File: src/rtl/toggle_meas_pkg.sv
// toggle_meas_pkg: shared state type, default sizes and saturation helper for the toggle period meter
package toggle_meas_pkg;
  typedef enum logic {IDLE, MEASURE} state_t;
  localparam int CNT_W_DEF = 24;
  localparam int SYNC_STAGES_DEF = 2;
  function automatic logic [63:0] cnt_max(input int w);
    return (64'd1 << w) - 64'd1;
  endfunction
endpackage

File: src/rtl/sync_edge_det.sv
// sync_edge_det: multi-flop synchroniser with registered rise/fall detection
module sync_edge_det #(
  parameter int SYNC_STAGES = 2
) (
  input  logic clk,
  input  logic rst_n,
  input  logic din,
  output logic s,
  output logic rise,
  output logic fall
);
  logic [SYNC_STAGES-1:0] sync;
  logic p;
  always_ff @(posedge clk or negedge rst_n) begin
    if (!rst_n) begin
      sync <= '0;
      p    <= 1'b0;
    end else begin
      sync <= {sync[SYNC_STAGES-2:0], din};
      p    <= sync[SYNC_STAGES-1];
    end
  end
  assign s    = sync[SYNC_STAGES-1];
  assign rise = s & ~p;
  assign fall = ~s & p;
endmodule

File: src/rtl/toggle_period_meter.sv
// toggle_period_meter: measures rising-to-rising period and high time of an asynchronous input in clk cycles
module toggle_period_meter
  import toggle_meas_pkg::*;
#(
  parameter int CNT_W = CNT_W_DEF,
  parameter int SYNC_STAGES = SYNC_STAGES_DEF
) (
  input  logic             clk,
  input  logic             rst_n,
  input  logic             din,
  input  logic             clr,
  output logic [CNT_W-1:0] period,
  output logic [CNT_W-1:0] high_time,
  output logic             period_valid,
  output logic             timeout
);
  localparam logic [CNT_W-1:0] CNT_MAX = CNT_W'(cnt_max(CNT_W));
  state_t state, state_n;
  logic [CNT_W-1:0] cnt, cnt_n, hi_latch, hi_n, per_n, ht_n;
  logic vld_n, to_n, rise, fall;
  sync_edge_det #(.SYNC_STAGES(SYNC_STAGES)) u_sync (
    .clk  (clk),
    .rst_n(rst_n),
    .din  (din),
    .s    (),
    .rise (rise),
    .fall (fall)
  );
  always_ff @(posedge clk or negedge rst_n) begin
    if (!rst_n) begin
      state        <= IDLE;
      cnt          <= '0;
      hi_latch     <= '0;
      period       <= '0;
      high_time    <= '0;
      period_valid <= 1'b0;
      timeout      <= 1'b0;
    end else begin
      state        <= state_n;
      cnt          <= cnt_n;
      hi_latch     <= hi_n;
      period       <= per_n;
      high_time    <= ht_n;
      period_valid <= vld_n;
      timeout      <= to_n;
    end
  end
  // clr outranks everything; a rise ends one measurement and starts the next
  always_comb begin
    state_n = state;
    cnt_n   = cnt;
    hi_n    = hi_latch;
    per_n   = period;
    ht_n    = high_time;
    vld_n   = 1'b0;
    to_n    = timeout;
    if (clr) begin
      state_n = IDLE;
      cnt_n   = '0;
      hi_n    = '0;
      per_n   = '0;
      ht_n    = '0;
      to_n    = 1'b0;
    end else if (state == IDLE) begin
      cnt_n   = rise ? CNT_W'(1) : cnt;
      state_n = rise ? MEASURE : IDLE;
    end else if (rise) begin
      per_n = cnt;
      ht_n  = hi_latch;
      vld_n = 1'b1;
      to_n  = 1'b0;
      cnt_n = CNT_W'(1);
    end else if (cnt == CNT_MAX) begin
      to_n    = 1'b1;
      state_n = IDLE;
    end else begin
      cnt_n = cnt + CNT_W'(1);
      hi_n  = fall ? cnt : hi_latch;
    end
  end
endmodule

File: config.mk
export PLATFORM = sky130hd
export DESIGN_NAME = toggle_period_meter
export DESIGN_NICKNAME = d
export VERILOG_FILES = /design/src/rtl/toggle_meas_pkg.sv /design/src/rtl/sync_edge_det.sv /design/src/rtl/toggle_period_meter.sv
export SDC_FILE = /design/constraint.sdc
export NUM_CORES = 1
export LEC_CHECK = 0
export CAP_MARGIN = 20
export CORE_MARGIN = 2
export CORE_UTILIZATION = 40
export CTS_CLUSTER_SIZE = 25
export DETAILED_ROUTE_END_ITERATION = 12
export PLACE_DENSITY = 0.59
export REMOVE_ABC_BUFFERS = 1
export SYNTH_ARGS = -nofsm -noshare
export SYNTH_HDL_FRONTEND = slang
export SYNTH_SLANG_ARGS = --single-unit
File: constraint.sdc
create_clock -name clk -period 5.3 [get_ports clk]
set_input_delay 0.795 -clock clk [delete_from_list [all_inputs] [get_ports clk]]
set_output_delay 0.795 -clock clk [all_outputs]
set_load 0.01 [all_outputs]
==> results.md <==
* Period Utilization, post-route at 48.0%
* NetSw at 0.321 mW
* Fin crit period at 2.54 ns
* Global Route Usage Sum at 15.9%
* Clk_lat worst skew at about 0.34 ns
* Crit Reg-Reg Startpoint: cnt[0]$_DFFE_PN0P_
* Final nets at 429
* Fin Setup TNS at 0 ns
* Hold Crit Depth at 0
* Maximum clock rate at 393 MHz
* Final setup margin at 2.76 ns
* EDFF count, synth at 0
* Post-DP HPWL at 5850 um
* Clock Skews at about 0.010 ns
* Routed WL at slightly above 9000 um
* Die X at 111 um
* Relative slew slack at approximately 39%
* Vias per cell at between 5 and 6
* Tot Pwr at 1.55 mW
* Via count at between 3000 and 4000
* TritonRoute pass-1 iters at 4
* Reg2Reg Capture Point: hi_latch[12]$_DFFE_PN0P_
* Port Buffers at 53
* Top_reg_cell synth: dfrtp_1
* Clock Power Share at 45.9%
* Rows at 38
* Setup crit end kind: flop
* Max-slew violations at 0
* Largest cells by area after synthesis: dfrtp_1 56%, a22o_1 9.2%, a21oi_2 4.2%
* Final Hold Vio Count at 0
* Worst-Margin Slew at just over 0.9 ns
* Full die area at approximately 12000 um^2
* Mean Syn Cell Area at 11.8 um^2
* Synth Instances at 387
* CTS H-Tree Depth at 3
* Reg-to-reg slack, setup at 2.76 ns
* Final instance area at roughly 5400 um^2
* Vias in the first global route at ~3000
* Worst-path fanout max at 23
* Final setup vio count at 0
* WHS Endpoint: u_sync.sync[1]$_DFF_PN0_
* Switch share at 20.7%
* Placed cell count at 553
* Reg clk slew, reported paths at 0.07 ns
* Chip height at 111 um
* ANT nets after route at 0
* Starting Density at 41.4%
* Ratio of cells with drive above 1 in the final layout at 20.6%
* RSZ-0062 raised after global routing: false
* Commonest non-fill, non-tap cell in the layout: dfrtp_1
* Synth area leader: dfrtp_1
* P_leak at 2.25 nW
* CTS Buffer Depth at 2
* Number of synthesized register bits at 102
* Critical Path RT at 5.56 ns
* Placement Cell Area at about 5100 um^2
* Initial antenna violation count at 0
* Int Pwr at about 1.2 mW
* Unique masters post-synth at 42
* First-pass GRT wire length at 15900 um
* Worst Path Arrival at 2.80 ns
* PwrDens at 286 nW/um^2
* Largest net degree at the start of global routing at 68
* Pre-CTS WS at 2.67 ns
* Most frequent cells in the layout: 102 x dfrtp_1, 51 x clkdlybuf4s50_1, 48 x a22o_1
* WS Path Type: flop to flop
* Status: finished clean
* Non-filler instance count after layout at 568
* Cell area after synthesis at 4550 um^2
* Root Buffer: clkbuf_16
* DRT iter0 DRCs at approximately 110
* Hold Crit Start: u_sync.sync[0]$_DFF_PN0_
* Max cap viols at 0
* GP Congestion at between 0.8 and 0.9
* Ys async rst share at 100%
* Hold WC Path Type: flop to flop
* Share of the synthesized area in the top cell type at 56.1%
* Core ar. at around 11000 um^2
* Grt ovf at 0
* Max IR drop VDD at 0.212 mV
* Wire length per cell at between 15 and 20 um
* IO Pins at 54
* Flop pwr share at 50.7%
* Post-cts sizing count at 0
* Register area share after synthesis at 56.1%
* Combinational share of power at 3.4%
* Diodes inserted at 0
* CTS sink count at 102
* FF-to-FF path depth at 7
* P&R area growth vs syn at 19.2%
* Num CTS Buffers at 9
* Post-CTS Setup Inserts at 0
* Hold-fix buffers, CTS at 0
* CTS tree: done
* Critical Path Source Type: flop
* DR DRC count at 0
* Syn. warnings at 0
==> cells in the mapped netlist, drive strengths merged, types with 5 or more instances <==
cell type / n
and3: 5
a22o: 48
a21oi: 32
inv: 8
dfrtp: 102
buf: 16
a2111oi: 5
a211oi: 9
nor2: 23
nand3: 10
nand2: 57
clkbuf: 17
xnor2: 17
nand4: 7
==> power groups by stage <==
| stage | clock network [mW] | logic (mW) | registers, mW |
|---|---|---|---|
| detailed placement | 0 | 0.0541 | 0.800 |
| global route | 0.758 | 0.0597 | 0.786 |
| floorplan | 0 | 0.0196 | 0.799 |
| global placement | 0 | 0.0537 | 0.800 |
| CTS | 0.728 | 0.0543 | 0.785 |
| finish | 0.711 | 0.0525 | 0.786 |
==> per-layer routing <==
layer  vias to the layer above  GRT usage (%)  part of all wire, %
li1                       1447              -                    -
met5                         -              0                    0
met3                         8           3.83                  4.4
met2                        74           23.4                   44
met4                         0           4.08                  1.0
met1                      1540           23.6                   50
==> cells by family after synthesis <==
kind of cell / synth area share (%)
flip-flops: 56.1
XOR/XNOR: 3.27
buffers and inverters: 5.22
AO/OA/AOI/OAI: 20.4
multiplexers: 0.660
AND/OR/NAND/NOR: 14.0
adder cells (fa/ha/maj): 0.275
==> registers in the layout, summed over array words and instances, names as in the netlist <==
| signal | cells |
|---|---|
| high_time | 24 |
| timeout | 1 |
| period_valid | 1 |
| cnt | 24 |
| state | 1 |
| u_sync.p | 1 |
| period | 24 |
| u_sync.sync | 2 |
| hi_latch | 24 |
==> how the worst max path moves through the flow <==
stage,end,from,slack [ns]
6_report,hi_latch[12]$_DFFE_PN0P_,cnt[0]$_DFFE_PN0P_,2.76
5_1_grt,hi_latch[0]$_DFFE_PN0P_,cnt[0]$_DFFE_PN0P_,2.53
4_1_cts,hi_latch[19]$_DFFE_PN0P_,cnt[0]$_DFFE_PN0P_,2.75
3_5_place_dp,cnt[22]$_DFFE_PN0P_,clr,2.67
3_3_place_gp,cnt[22]$_DFFE_PN0P_,clr,2.70
2_1_floorplan,high_time[0]$_DFFE_PN0P_,clr,1.47
==> worst max-delay path, stage by stage, from the launching register on <==
cell and delay [ns]:
dfrtp_1 0.44, ha_1 0.25, nand3_1 0.14, nor4_4 0.65, buf_4 0.34, a21o_4 0.38, nand2_2 0.10, a21oi_2 0.14
==> final cells by class <==
class / count / area, um^2
Fill cell: 1021 / 5560
Sequential cell: 102 / 2550
Multi-Input combinational cell: 244 / 1780
Tap cell: 140 / 175
Timing Repair Buffer: 59 / 568
Inverter: 8 / 30.0
Clock buffer: 12 / 256
Clock inverter: 3 / 67.6
==> stage by stage <==
stage          hold WS, ns  util, %
2_1_floorplan        0.331        -
3_5_place_dp         0.340     46.5
5_1_grt              0.372     49.4
3_3_place_gp         0.337     46.5
6_report             0.353     49.4
4_1_cts              0.356     49.4
Note: power is estimated with default switching activity, not from simulation.
